[config.mk]
export PLATFORM = sky130hd
export DESIGN_NAME = stopwatch_timer_core_flat
export DESIGN_NICKNAME = d
export VERILOG_FILES = /design/src/rtl/stopwatch_timer_core_if.sv /design/src/rtl/stopwatch_timer_core.sv /design/src/flat_wrapper.sv
export SDC_FILE = /design/constraint.sdc
export NUM_CORES = 1
export LEC_CHECK = 0
export ABC_AREA = 1
export BUFFER_PORTS_ARGS = -buffer_cell sky130_fd_sc_hd__buf_2
export CAP_MARGIN = 20
export CORE_ASPECT_RATIO = 0.6
export CORE_MARGIN = 1
export CORE_UTILIZATION = 56
export CTS_CLUSTER_DIAMETER = 60
export CTS_CLUSTER_SIZE = 30
export DETAILED_ROUTE_END_ITERATION = 16
export GPL_ROUTABILITY_DRIVEN = 1
export PLACE_DENSITY = 0.88
export SLEW_MARGIN = 40
export SYNTH_ARGS = -nofsm -noshare
export SYNTH_HDL_FRONTEND = slang
export SYNTH_SLANG_ARGS = --single-unit
[constraint.sdc]
create_clock -name clk -period 2.5 [get_ports clk]
set_input_delay 0.125 -clock clk [delete_from_list [all_inputs] [get_ports clk]]
set_output_delay 0.125 -clock clk [all_outputs]
set_load 0.05 [all_outputs]
[src/rtl/stopwatch_timer_core_if.sv]
// Control/status bundle between the stopwatch core and its board-level driver.
// The master drives the pulses and presets; the slave (the core) returns status and display pins.
interface stopwatch_timer_core_if;
  logic       start_stop;
  logic       lap;
  logic       clear;
  logic       load;
  logic       mode_down;
  logic [7:0] preset_min;
  logic [7:0] preset_sec;
  logic       running;
  logic       lap_active;
  logic       expired;
  logic [7:0] an;
  logic [7:0] seg;

  modport master (
    output start_stop, lap, clear, load, mode_down, preset_min, preset_sec,
    input  running, lap_active, expired, an, seg
  );

  modport slave (
    input  start_stop, lap, clear, load, mode_down, preset_min, preset_sec,
    output running, lap_active, expired, an, seg
  );
endinterface

[src/rtl/stopwatch_timer_core.sv]
// MM:SS.hh stopwatch / countdown timer kept as six BCD digits, with lap freeze
// and a registered, multiplexed drive for an active-low 8-digit seven-segment display.
module stopwatch_timer_core #(
  parameter int CLK_HZ   = 5_000_000,
  parameter int TICK_HZ  = 100,
  parameter int SCAN_DIV = 2500,
  parameter int MIN_MAX  = 59
) (
  input  logic                   clk,
  input  logic                   reset,
  stopwatch_timer_core_if.slave  bus
);

  localparam int DIV = CLK_HZ / TICK_HZ;
  localparam int PW  = (DIV > 1) ? $clog2(DIV) : 1;
  localparam int SW  = (SCAN_DIV > 1) ? $clog2(SCAN_DIV) : 1;
  localparam logic [PW-1:0] PRE_TOP  = PW'(DIV - 1);
  localparam logic [SW-1:0] SCAN_TOP = SW'(SCAN_DIV - 1);
  localparam logic [7:0]    MIN_BCD  = {4'(MIN_MAX / 10), 4'(MIN_MAX % 10)};

  typedef enum logic {ST_STOP, ST_RUN} state_t;

  // Digit i of the time is also display index i: 0=hundredths LSD ... 5=minutes MSD.
  typedef logic [5:0][3:0] bcd_time_t;

  state_t          state_q, state_d;
  logic            lap_q, lap_d;
  logic            exp_q, exp_d;
  logic            down_q, down_d;
  logic [PW-1:0]   pre_q, pre_d;
  bcd_time_t       time_q, time_d;
  bcd_time_t       snap_q, snap_d;
  logic [SW-1:0]   scan_q, scan_d;
  logic [2:0]      idx_q, idx_d;
  logic [7:0]      an_q, an_d;
  logic [7:0]      seg_q, seg_d;

  logic            run;
  logic            tick;
  logic            load_ok;
  bcd_time_t       disp;
  logic [3:0]      digit;

  function automatic bcd_time_t bcd_up(input bcd_time_t t);
    bcd_time_t r;
    logic      c;
    r = t;
    c = 1'b1;
    for (int i = 0; i < 4; i++) begin
      if (c) begin
        if (r[i] == ((i == 3) ? 4'd5 : 4'd9)) r[i] = 4'd0;
        else begin
          r[i] = r[i] + 4'd1;
          c    = 1'b0;
        end
      end
    end
    if (c) begin
      if ({r[5], r[4]} == MIN_BCD) begin
        r[5] = 4'd0;
        r[4] = 4'd0;
      end else if (r[4] == 4'd9) begin
        r[4] = 4'd0;
        r[5] = r[5] + 4'd1;
      end else begin
        r[4] = r[4] + 4'd1;
      end
    end
    return r;
  endfunction

  // Borrow chain; minutes are only borrowed from when the lower four digits are
  // all zero, which implies non-zero minutes because zero itself is held.
  function automatic bcd_time_t bcd_dn(input bcd_time_t t);
    bcd_time_t r;
    logic      b;
    r = t;
    b = (t != '0);
    for (int i = 0; i < 4; i++) begin
      if (b) begin
        if (r[i] == 4'd0) r[i] = (i == 3) ? 4'd5 : 4'd9;
        else begin
          r[i] = r[i] - 4'd1;
          b    = 1'b0;
        end
      end
    end
    if (b) begin
      if (r[4] == 4'd0) begin
        r[4] = 4'd9;
        r[5] = r[5] - 4'd1;
      end else begin
        r[4] = r[4] - 4'd1;
      end
    end
    return r;
  endfunction

  // Active-low {g,f,e,d,c,b,a}.
  function automatic logic [6:0] seg7(input logic [3:0] d);
    case (d)
      4'd0:    return 7'b100_0000;
      4'd1:    return 7'b111_1001;
      4'd2:    return 7'b010_0100;
      4'd3:    return 7'b011_0000;
      4'd4:    return 7'b001_1001;
      4'd5:    return 7'b001_0010;
      4'd6:    return 7'b000_0010;
      4'd7:    return 7'b111_1000;
      4'd8:    return 7'b000_0000;
      4'd9:    return 7'b001_0000;
      default: return 7'b111_1111;
    endcase
  endfunction

  assign run  = (state_q == ST_RUN);
  assign tick = run && (pre_q == PRE_TOP);

  assign load_ok = (bus.preset_min[7:4] <= 4'd9) && (bus.preset_min[3:0] <= 4'd9) &&
                   (bus.preset_sec[3:0] <= 4'd9) && (bus.preset_sec <= 8'h59) &&
                   (bus.preset_min <= MIN_BCD);

  always_comb begin
    state_d = state_q;
    lap_d   = lap_q;
    exp_d   = 1'b0;
    down_d  = down_q;
    pre_d   = pre_q;
    time_d  = time_q;
    snap_d  = snap_q;

    if (run) pre_d = tick ? '0 : pre_q + 1'b1;

    // Tick first; a same-cycle stop below still keeps the advanced time.
    if (tick) begin
      if (down_q) begin
        time_d = bcd_dn(time_q);
        if (time_d == '0) begin
          state_d = ST_STOP;
          exp_d   = 1'b1;
        end
      end else begin
        time_d = bcd_up(time_q);
      end
    end

    if (bus.clear) begin
      state_d = ST_STOP;
      lap_d   = 1'b0;
      time_d  = '0;
      pre_d   = '0;
    end else if (bus.load) begin
      if (!run && load_ok) begin
        time_d = {bus.preset_min, bus.preset_sec, 8'h00};
        pre_d  = '0;
      end
    end else if (bus.start_stop) begin
      if (run) begin
        state_d = ST_STOP;
      end else if (!(bus.mode_down && time_q == '0)) begin
        state_d = ST_RUN;
        down_d  = bus.mode_down;
      end
    end else if (bus.lap) begin
      if (run) begin
        lap_d = !lap_q;
        if (!lap_q) snap_d = time_q;
      end
    end
  end

  assign disp  = lap_q ? snap_q : time_q;
  assign digit = disp[idx_q];

  always_comb begin
    scan_d = (scan_q == SCAN_TOP) ? '0 : scan_q + 1'b1;
    idx_d  = idx_q;
    if (scan_q == SCAN_TOP) idx_d = (idx_q == 3'd5) ? 3'd0 : idx_q + 3'd1;
    // an and seg both come from idx_q so they always change on the same edge.
    an_d  = {2'b11, ~(6'b00_0001 << idx_q)};
    seg_d = {!((idx_q == 3'd2) || (idx_q == 3'd4)), seg7(digit)};
  end

  always_ff @(posedge clk or posedge reset) begin
    if (reset) begin
      state_q <= ST_STOP;
      lap_q   <= 1'b0;
      exp_q   <= 1'b0;
      down_q  <= 1'b0;
      pre_q   <= '0;
      time_q  <= '0;
      snap_q  <= '0;
      scan_q  <= '0;
      idx_q   <= 3'd0;
      an_q    <= 8'hFE;
      seg_q   <= 8'hC0;
    end else begin
      state_q <= state_d;
      lap_q   <= lap_d;
      exp_q   <= exp_d;
      down_q  <= down_d;
      pre_q   <= pre_d;
      time_q  <= time_d;
      snap_q  <= snap_d;
      scan_q  <= scan_d;
      idx_q   <= idx_d;
      an_q    <= an_d;
      seg_q   <= seg_d;
    end
  end

  assign bus.running    = run;
  assign bus.lap_active = lap_q;
  assign bus.expired    = exp_q;
  assign bus.an         = an_q;
  assign bus.seg        = seg_q;

endmodule
[src/flat_wrapper.sv]
// flat-port wrapper written by rule: the top's interface ports become plain ports
module stopwatch_timer_core_flat 
#(
  parameter int CLK_HZ   = 5_000_000,
  parameter int TICK_HZ  = 100,
  parameter int SCAN_DIV = 2500,
  parameter int MIN_MAX  = 59
)
  (clk, reset, bus_start_stop, bus_lap, bus_clear, bus_load, bus_mode_down, bus_preset_min, bus_preset_sec, bus_running, bus_lap_active, bus_expired, bus_an, bus_seg);
  stopwatch_timer_core_if bus_i ();
  input  logic clk;
  input  logic reset;
  input wire logic [$bits(bus_i.start_stop)-1:0] bus_start_stop;
  input wire logic [$bits(bus_i.lap)-1:0] bus_lap;
  input wire logic [$bits(bus_i.clear)-1:0] bus_clear;
  input wire logic [$bits(bus_i.load)-1:0] bus_load;
  input wire logic [$bits(bus_i.mode_down)-1:0] bus_mode_down;
  input wire logic [$bits(bus_i.preset_min)-1:0] bus_preset_min;
  input wire logic [$bits(bus_i.preset_sec)-1:0] bus_preset_sec;
  output wire logic [$bits(bus_i.running)-1:0] bus_running;
  output wire logic [$bits(bus_i.lap_active)-1:0] bus_lap_active;
  output wire logic [$bits(bus_i.expired)-1:0] bus_expired;
  output wire logic [$bits(bus_i.an)-1:0] bus_an;
  output wire logic [$bits(bus_i.seg)-1:0] bus_seg;
  assign bus_i.start_stop = bus_start_stop;
  assign bus_i.lap = bus_lap;
  assign bus_i.clear = bus_clear;
  assign bus_i.load = bus_load;
  assign bus_i.mode_down = bus_mode_down;
  assign bus_i.preset_min = bus_preset_min;
  assign bus_i.preset_sec = bus_preset_sec;
  assign bus_running = bus_i.running;
  assign bus_lap_active = bus_i.lap_active;
  assign bus_expired = bus_i.expired;
  assign bus_an = bus_i.an;
  assign bus_seg = bus_i.seg;
  stopwatch_timer_core #(.CLK_HZ(CLK_HZ), .TICK_HZ(TICK_HZ), .SCAN_DIV(SCAN_DIV), .MIN_MAX(MIN_MAX)) u_core (.clk(clk), .reset(reset), .bus(bus_i));
endmodule
==> metrics.cfg <==
[power_and_ir_drop]
vdd_drop_max_mv = 0.329
power_density_nw_per_um2 = 486
leakage_nw = 3.71
finalPower_w = 0.00361

[clock_tree]
cts_tree = built
cts_sinks = 97
path_clk_slew_ns = 0.08
numCtsBuffers = 9
clkLatencyLatePin_ns = 0.36
cts_max_path_buffers = 2
cts_root_buffer = clkbuf_16
htree_levels = 3

[place]
placed_area_sq_um = 7010
dp.final_hpwl_um = 13100
finalWeightedCongestion = 1.02
port_buffers = 39

[die]
io-pin-count = 42
die-area_sq_um = 12000
die_w_um = 141
fp.coreArea_sq_um = 10900
start_util_pct = 59.3
placementRows = 29
dieHeight_um = 85.2

[critical_path]
cp_cell_sequence = dlygate4sd3_1 > buf_2 > o21ai_0 > nand2_1 > nor3_1 > inv_1 > nor2_1 > inv_1 > o21ai_0
r2r_setup_slack_ns = 0.16
critical_path.endpoint_type = register
rr_startpoint = u_core.time_q[12]$_DFF_PP0_
cp_slowest_cell = dlygate4sd3_1
cp_max_fo = 6
timing.rr.end = u_core.bus.running$_DFF_PP0_
r2r_cells = 13
cp_num_buf_inv = 4
crit_end = u_core.time_q[22]$_DFF_PP0_
startpoint_type = input pin
path_delay_family = buffers and inverters
crit_arrival_ns = 2.67
path_depth = 9
critical_path_class = in2reg
slowest_delay_ns = 0.54
startpoint = bus_preset_min[1]
crit_required_ns = 2.78

[routing]
drc = 0
num_vias = 6359
avgViaCountPerCell = 5.95
wl_per_cell_um = 16.6
dr.pass1.iters = 5
drt_iter0_markers = 866
wl_um = 17700
ant_nets = 0

[job]
maxCapViolations = 0

[global_route]
grt-ovfl-total = 0
grt_usage_pct = 31.1
grt_max_degree = 98
grt_pass1_wl_um = 29200
first_global_vias = 5887
antenna_found_initial = 0

[logic_synthesis]
synth_top_family_by_area = simple AND/OR/NAND/NOR gates
ys_seq_area_share_pct = 37.7
synthFlopType = dfrtp_1
synth_top_area_share_pct = 34.9
synth_area_leader_cell = dfrtp_1
yosysWarnings = 0
avgSynthCellArea_sq_um = 7.56
synth_edf_count = 0
synth_compound_area_share_pct = 15.2
synth_seq_cells = 97
synth_mux_area_share_pct = 2.81
synth.most_common_cell = nand2_1
ys_top_cells_by_count = nand2_1 (173), inv_1 (91), dfrtp_1 (90)
synth-xor-area-share_pct = 1.76
yosysUniqueCellTypes = 55
syn_inst = 854
synthAdderAreaFrac_pct = 5.23
ys_top_cells_by_area = dfrtp_1 (35%), nand2_1 (10%), inv_1 (5.3%), ha_1 (5.2%), nor2_1 (5.1%)
synthSimpleGateAreaFrac_pct = 28.7
synth-async-reset-ratio_pct = 100
netlist_area_sq_um = 6450

[sta]
tns_ns = 0
slew_viol_final = 0
tightest_slew_ns = 0.634
max_freq_mhz = 418
finClkSkew_ns = 0.0119
slew_headroom_pct = 57.3
setup_viol = 0
fin_crit_ns = 2.39
holdWs_ns = 0.00793
finalCritPeriodShare_pct = 95.8
hold_violations = 0
rsz0062_at_grt = no

[layout]
finish.instance_area_sq_um = 7440
final_util_pct = 68.3
drive_above_1_share_pct = 17.7
n_antenna_cell = 0
syn_to_final_growth_pct = 15.2
nNetsFinal = 975

[run_status]
status = complete, no violations

[hold_path]
hold_class = in2reg

cells in the final DEF (no fill, tap or decap), types with 8 or more instances in the layout:
cell type      netlist  layout
o21a_1               9       9
xor2_1              10      10
nand4_1             15      15
o21ai_1             36      35
inv_1               91      87
a21oi_1             40      40
clkbuf_16            0       9
mux2_2               9       9
nor3_1              22      22
mux2i_1              8       8
buf_4                4      32
inv_2               22      24
buf_2               12      39
o21ai_0             45      45
nor2_1              87      86
ha_1                27      25
dfrtp_1             90      90
nand3_1             57      57
nand2_1            173     173
dlygate4sd3_1        0       8
report_power, final:
group | switching, W | total [W] | internal (W)
Combinational | 0.000268 | 0.000411 | 0.000143
Sequential | 0.0000470 | 0.00170 | 0.00165
Clock | 0.000696 | 0.00150 | 0.000807
Total | 0.00101 | 0.00361 | 0.00260
metrics by stage:
stage	setup slack, ns	cells
finish	0.106	1069
global route	0.00573	1069
CTS	0.109	1068
detailed placement	0.114	1044
global placement	0.228	1044
floorplan	0.0557	855
timing repair:
action,4_1_cts,5_1_grt
endpoints found under the setup margin,0,2
endpoints found under the hold margin,97,0
hold buffers,8,0
resized for setup,0,9
buffers inserted,0,1
cell families (layout without fill, tap and decap cells):
group | count (synthesis) | count (layout)
flops | 97 | 97
xor+xnor | 13 | 13
simple gates | 393 | 393
fa+ha+maj | 27 | 27
other cells | 1 | 2
buf+inv | 138 | 213
mux | 17 | 17
compound gates | 168 | 168
state kept, by name (all words and copies together) (netlist names):
| register | flops |
|---|---|
| u_core.pre_q | 16 |
| u_core.bus.expired | 1 |
| u_core.bus.an | 6 |
| u_core.time_q | 24 |
| u_core.down_q | 1 |
| u_core.bus.running | 1 |
| u_core.bus.lap_active | 1 |
| u_core.bus.seg | 8 |
| u_core.snap_q | 24 |
| u_core.scan_q | 12 |
| u_core.idx_q | 3 |
worst reg2reg max path, cell delays in order, from the launching register on:
cell,delay [ns]
dfrtp_1,0.45
inv_2,0.16
ha_2,0.25
nand3_4,0.15
nor2_2,0.23
nand3_4,0.15
nand3_1,0.11
nand2_1,0.13
inv_1,0.08
nand2_1,0.05
nor2_1,0.14
nand3_1,0.12
o21bai_1,0.13
nand2_1,0.06
worst min-delay path by stage:
stage                                        endpoint               from  slack [ns]  cells after the start
after floorplan           u_core.time_q[18]$_DFF_PP0_  bus_preset_min[2]        0.24                      2
after global placement     u_core.scan_q[0]$_DFF_PP0_              reset        0.31                      3
after detailed placement   u_core.time_q[6]$_DFF_PP0_              reset        0.32                      3
after CTS                 u_core.time_q[16]$_DFF_PP0_  bus_preset_min[0]       0.003                      3
after global routing      u_core.time_q[16]$_DFF_PP0_  bus_preset_min[0]        0.02                      3
final                     u_core.time_q[16]$_DFF_PP0_  bus_preset_min[0]       0.008                      3
per-layer routing:
| metal | global-route usage, % | wire length, um |
|---|---|---|
| met2 | 45.3 | 7260 |
| met1 | 45.5 | 8020 |
| met4 | 7.81 | 349 |
| met3 | 8.75 | 2110 |
| met5 | 0 | 0 |
cell type report:
cell class	count	area, sq um
fill	909	3450
clock inverter	7	93.8
inverter	115	438
tap	139	174
timing repair buffer	82	576
clock buffer	9	225
sequential	97	2440
multi-input combinational	620	3490
Note: power is estimated with default switching activity, not from simulation.
